### src/rtl/game_timer_keeper.sv
// Round supervisor for breakout: countdown timer kept in binary and BCD, lives,
// bonus time, pause/respawn handling and win/lose/game-over status.
module game_timer_keeper #(
  parameter int DIGITS        = 3,
  parameter int START_EASY    = 300,
  parameter int START_HARD    = 180,
  parameter int MAX_TIME      = 999,
  parameter int BONUS         = 5,
  parameter int LIVES         = 3,
  parameter int RESPAWN_TICKS = 2,
  parameter int WARN_TIME     = 10
) (
  input  logic                             tclk,
  input  logic                             reset,
  input  logic                             tick,
  input  logic                             start,
  input  logic                             pause,
  input  logic                             diff,
  input  logic                             brick_hit,
  input  logic                             ball_lost,
  input  logic                             level_clr,
  output logic [$clog2(MAX_TIME+1)-1:0]    time_bin,
  output logic [4*DIGITS-1:0]              bcd_time,
  output logic [2:0]                       lives,
  output logic [2:0]                       state,
  output logic                             running,
  output logic                             warn,
  output logic                             game_over,
  output logic                             win
);

  localparam int TW = $clog2(MAX_TIME + 1);
  localparam int BW = 4 * DIGITS;
  localparam int CW = (RESPAWN_TICKS > 0) ? $clog2(RESPAWN_TICKS + 1) : 1;

  typedef enum logic [2:0] {
    IDLE  = 3'd0,
    RUN   = 3'd1,
    PAUSE = 3'd2,
    LOST  = 3'd3,
    OVER  = 3'd4,
    WON   = 3'd5
  } state_t;

  // Double-dabble; digits are rotated through acc[3:0] to avoid variable slicing.
  function automatic logic [BW-1:0] to_bcd(input logic [TW-1:0] b);
    logic [BW-1:0] acc;
    logic [TW-1:0] sh;
    logic [3:0]    dig;
    acc = '0;
    sh  = b;
    for (int unsigned i = 0; i < TW; i++) begin
      for (int unsigned d = 0; d < DIGITS; d++) begin
        dig = acc[3:0];
        if (dig >= 4'd5) dig = dig + 4'd3;
        acc = (acc >> 4) | (BW'(dig) << (BW - 4));
      end
      acc = {acc[BW-2:0], sh[TW-1]};
      sh  = sh << 1;
    end
    return acc;
  endfunction

  function automatic logic [BW-1:0] bcd_dec(input logic [BW-1:0] v);
    logic [BW-1:0] acc;
    logic [3:0]    dig;
    logic          borrow;
    acc    = v;
    borrow = 1'b1;
    for (int unsigned d = 0; d < DIGITS; d++) begin
      dig = acc[3:0];
      if (borrow) begin
        if (dig == 4'd0) begin
          dig = 4'd9;
        end else begin
          dig    = dig - 4'd1;
          borrow = 1'b0;
        end
      end
      acc = (acc >> 4) | (BW'(dig) << (BW - 4));
    end
    return acc;
  endfunction

  localparam logic [TW-1:0] EASY_T = TW'(START_EASY);
  localparam logic [TW-1:0] HARD_T = TW'(START_HARD);
  localparam logic [BW-1:0] EASY_B = to_bcd(EASY_T);
  localparam logic [BW-1:0] HARD_B = to_bcd(HARD_T);

  state_t          state_q, state_d;
  logic [TW-1:0]   time_d;
  logic [BW-1:0]   bcd_d;
  logic [2:0]      lives_d;
  logic [CW-1:0]   cnt_q, cnt_d;
  logic [31:0]     sum;

  always_comb begin
    state_d = state_q;
    time_d  = time_bin;
    bcd_d   = bcd_time;
    lives_d = lives;
    cnt_d   = cnt_q;
    sum     = '0;
    if (!start || state_q == IDLE) begin
      // Forced IDLE already shows the reload values on the following cycle.
      time_d  = diff ? HARD_T : EASY_T;
      bcd_d   = diff ? HARD_B : EASY_B;
      lives_d = 3'(LIVES);
      cnt_d   = '0;
      state_d = start ? RUN : IDLE;
    end else begin
      case (state_q)
        RUN: begin
          if (level_clr) begin
            state_d = WON;
          end else if (ball_lost) begin
            lives_d = lives - 3'd1;
            cnt_d   = '0;
            state_d = (lives == 3'd1) ? OVER : LOST;
          end else if ((tick && time_bin == TW'(1)) || time_bin == '0) begin
            time_d  = '0;
            bcd_d   = '0;
            state_d = OVER;
          end else if (pause) begin
            state_d = PAUSE;
          end else begin
            sum = 32'(time_bin) + (brick_hit ? 32'(BONUS) : 32'd0) - (tick ? 32'd1 : 32'd0);
            if (sum > 32'(MAX_TIME)) sum = 32'(MAX_TIME);
            time_d = TW'(sum);
            if (brick_hit)
              bcd_d = to_bcd(TW'(sum));
            else if (tick)
              bcd_d = bcd_dec(bcd_time);
          end
        end
        PAUSE: begin
          if (!pause) state_d = RUN;
        end
        LOST: begin
          if (RESPAWN_TICKS == 0) begin
            state_d = RUN;
          end else if (tick) begin
            if (cnt_q == CW'(RESPAWN_TICKS - 1)) begin
              cnt_d   = '0;
              state_d = RUN;
            end else begin
              cnt_d = cnt_q + CW'(1);
            end
          end
        end
        default: ;
      endcase
    end
  end

  always_ff @(posedge tclk or posedge reset) begin
    if (reset) begin
      state_q   <= IDLE;
      time_bin  <= EASY_T;
      bcd_time  <= EASY_B;
      lives     <= 3'(LIVES);
      cnt_q     <= '0;
      running   <= 1'b0;
      warn      <= 1'b0;
      game_over <= 1'b0;
      win       <= 1'b0;
    end else begin
      state_q   <= state_d;
      time_bin  <= time_d;
      bcd_time  <= bcd_d;
      lives     <= lives_d;
      cnt_q     <= cnt_d;
      running   <= (state_d == RUN);
      warn      <= (state_d == RUN) && (32'(time_d) <= 32'(WARN_TIME));
      game_over <= (state_d == OVER);
      win       <= (state_d == WON);
    end
  end

  assign state = state_q;

endmodule

### config.mk
export PLATFORM = sky130hd
export DESIGN_NAME = game_timer_keeper
export DESIGN_NICKNAME = d
export VERILOG_FILES = /design/src/rtl/game_timer_keeper.sv
export SDC_FILE = /design/constraint.sdc
export NUM_CORES = 1
export LEC_CHECK = 0
export CORE_UTILIZATION = 45
export CTS_CLUSTER_DIAMETER = 120
export DETAILED_ROUTE_END_ITERATION = 8
export PLACE_DENSITY = 0.62
export SETUP_SLACK_MARGIN = 0.02
export SLEW_MARGIN = 10
export SYNTH_ARGS = -nofsm -noshare
export SYNTH_HDL_FRONTEND = slang
export SYNTH_SLANG_ARGS = --single-unit
### constraint.sdc
create_clock -name tclk -period 22.8 [get_ports tclk]
set_input_delay 4.56 -clock tclk [delete_from_list [all_inputs] [get_ports tclk]]
set_output_delay 4.56 -clock tclk [all_outputs]
set_load 0.01 [all_outputs]
==> impl_metrics.csv <==
group,metric,value,unit
setup_path,crit_type,"in2reg",
floorplan,placementRows,35,
yosys,ys_seq_area_share,19.4,%
sta,relSlewSlack,43.4,%
clock_tree,numCtsBuffers,5,
placed_design,place_congestion,0.973,
hold_path,worstHoldEndpoint,"lives[1]",
route,wl_per_cell,15.8,um
route,ant_nets,0,
clock_tree,cts_resized,0,
setup_path,crit_fanout,19,
route,drt_iter0_drc,196,
sta,rsz0062_at_grt,"no",
route,routed_wl,11.5,mm
final_layout,area_growth,14.6,%
sta,clock.fmax,69.1,MHz
floorplan,die_area,0.0102,sq mm
sta,period_share,63.5,%
clock_tree,htreeDepth,2,
yosys,ys_seq_elements,34,
global_routing,overflow,0,
setup_path,critPathCaptureType,"flip-flop",
clock_tree,clk_latency,290,ps
sta,final_max_slew_viol_count,0,
hold_path,worstHoldPathType,"reg2reg",
yosys,postSynth.asyncResetShare,100,%
sta,hold_viol_final,0,
setup_path,crit_slowest_cell,"clkdlybuf4s50_1",
setup_path,cp.arrival,14700,ps
setup_path,reg2reg_slack,12950,ps
setup_path,crit_path_start_kind,"input port",
floorplan,die_h,101,um
route,drcViolationCount,0,
floorplan,die_w,101,um
route,vias,4268,
yosys,synthDistinctLibCells,90,
placed_design,dp_hpwl,9.18,mm
floorplan,core_area,0.00937,sq mm
yosys,synth_nets,615,
sta,finClkSkew,8.52,ps
final_layout,nets,652,
setup_path,r2r_start,"time_bin[0]",
sta,setup_viol,0,
setup_path,rr_worst_depth,46,
final_layout,final_cell_mix,"nor2_1 (58), inv_1 (50), nand2_1 (44)",
route,via_per_inst,5.85,
sta,tns,0,ps
yosys,avgSynthCellArea,7.87,sq um
hold_path,min_from,"lives[1]",
global_routing,grt_usage,23.3,%
route,drtPass1Iterations,4,
placed_design,port_buffers,40,
global_routing,grt_pass1_wl,19.1,mm
sta,period_needed,14470,ps
setup_path,slowest_delay,920,ps
clock_tree,cts_tree,"yes",
clock_tree,clk_path_buf_depth,2,
yosys,synthFlopType,"dfrtp_1",
final_layout,antenna_cells,0,
clock_tree,clk_root_buffer_cell,"clkbuf_8",
setup_path,critPathRequiredTime,23020,ps
setup_path,cpMostUsedCell,"ha_1",
floorplan,io-pin-count,41,
setup_path,worstReg2RegEnd,"bcd_time[2]",
final_layout,drive_gt1_share,9.50,%
global_routing,grt_max_degree,35,
sta,worst_slew_pin_slew,843,ps
status,outcome,"complete, no violations",
yosys,synth_area,0.00443,sq mm
clock_tree,cts.reportedPaths.clkPinSlew,80,ps
yosys,yosys_warnings,0,
clock_tree,hold_buffers,0,
yosys,synthCells,563,
floorplan,start_util,47.3,%
flow_run,cap_violations,0,
global_routing,grt_pass1_vias,4026,
final_layout,layout_commonest_cell,"nor2_1",
clock_tree,cts_sinks,34,
hold_path,hold_depth,2,
clock_tree,post_cts_buffers,0,
global_routing,antenna_found_initial,0,
yosys,synth_edf_count,0,
## routing by layer
metal	vias up	global-route usage (%)	part of all wire, %
li1	2116	-	-
met1	2057	32.7	50
met2	85	38.7	46
met3	10	2.76	3.0
met4	0	4.12	0.71
met5	-	0	0
## critical path, delay by kind of cell
kind                     cells  cell delay [ps]
adder cells (fa/ha/maj)      9             2280
XOR/XNOR                     2              500
multiplexers                 2              690
buffers and inverters        8             1520
AND/OR/NAND/NOR             13             2590
AO/OA/AOI/OAI               11             2540
## synth_stat cells (5+ instances only)
cell | count | area share [%]
nor2_1 | 58 | 4.9
inv_1 | 50 | 4.2
nand2_1 | 44 | 3.7
a21oi_1 | 42 | 4.7
ha_1 | 42 | 12
o21ai_0 | 29 | 3.3
dfrtp_1 | 26 | 15
nor3_1 | 24 | 2.7
nand2b_1 | 13 | 1.8
xnor2_1 | 12 | 2.4
mux2i_1 | 11 | 2.5
nor2b_1 | 11 | 1.6
and2_1 | 10 | 1.4
clkbuf_1 | 10 | 0.85
nand3_1 | 10 | 1.1
and3_1 | 9 | 1.3
dfstp_2 | 8 | 4.7
a21o_1 | 7 | 1.2
o211ai_1 | 7 | 1.2
a211oi_1 | 6 | 1.0
a22oi_1 | 5 | 0.85
o21a_1 | 5 | 0.85
o221ai_1 | 5 | 0.99
o22ai_1 | 5 | 0.71
xor2_1 | 5 | 0.99
## flip-flops by register name, summed over array words and instances, names as in the netlist
| name | count |
|---|---|
| bcd_time | 12 |
| cnt_q | 2 |
| game_over | 1 |
| lives | 3 |
| running | 1 |
| state | 3 |
| time_bin | 10 |
| warn | 1 |
| win | 1 |
## stage by stage
| step | utilization (%) | std cells | hold WS, ps | worst slack (ps) | cell area [sq um] |
|---|---|---|---|---|---|
| after floorplan | - | 563 | 496 | 9390 | 4430 |
| after global placement | 53.0 | 722 | 504 | 8470 | 4970 |
| after detailed placement | 53.0 | 722 | 510 | 8070 | 4970 |
| after CTS | 54.2 | 729 | 522 | 8370 | 5080 |
| after global routing | 54.2 | 729 | 544 | 7550 | 5080 |
| final | 54.2 | 729 | 513 | 8330 | 5080 |
## how the worst max path moves through the flow
| stage | from | endpoint | cells after the start |
|---|---|---|---|
| after floorplan | brick_hit | bcd_time[2] | 46 |
| after global placement | brick_hit | bcd_time[2] | 45 |
| after detailed placement | brick_hit | bcd_time[2] | 45 |
| after CTS | brick_hit | bcd_time[2] | 45 |
| after global routing | brick_hit | bcd_time[2] | 45 |
| final | brick_hit | bcd_time[2] | 45 |
## final cells by class
type	count	area (sq um)
Clock inverter	1	30.0
Clock buffer	6	82.6
Fill cell	936	4290
Sequential cell	34	861
Multi-Input combinational cell	465	3330
Inverter	52	195
Timing Repair Buffer	42	415
Tap cell	129	161
## cells by family after synthesis
| family | share of synthesized area (%) |
|---|---|
| AOI/OAI and AO/OA | 29.0 |
| xor gates and xnor gates | 4.09 |
| DFF | 19.4 |
| and+or+nand+nor | 24.3 |
| adders and majority gates | 12.6 |
| buffers and inverters | 5.48 |
| muxes | 5.17 |
Power is left out: the tool's default activity adds up to more than one toggle a clock period on the data nets, which glitch-free logic cannot reach.
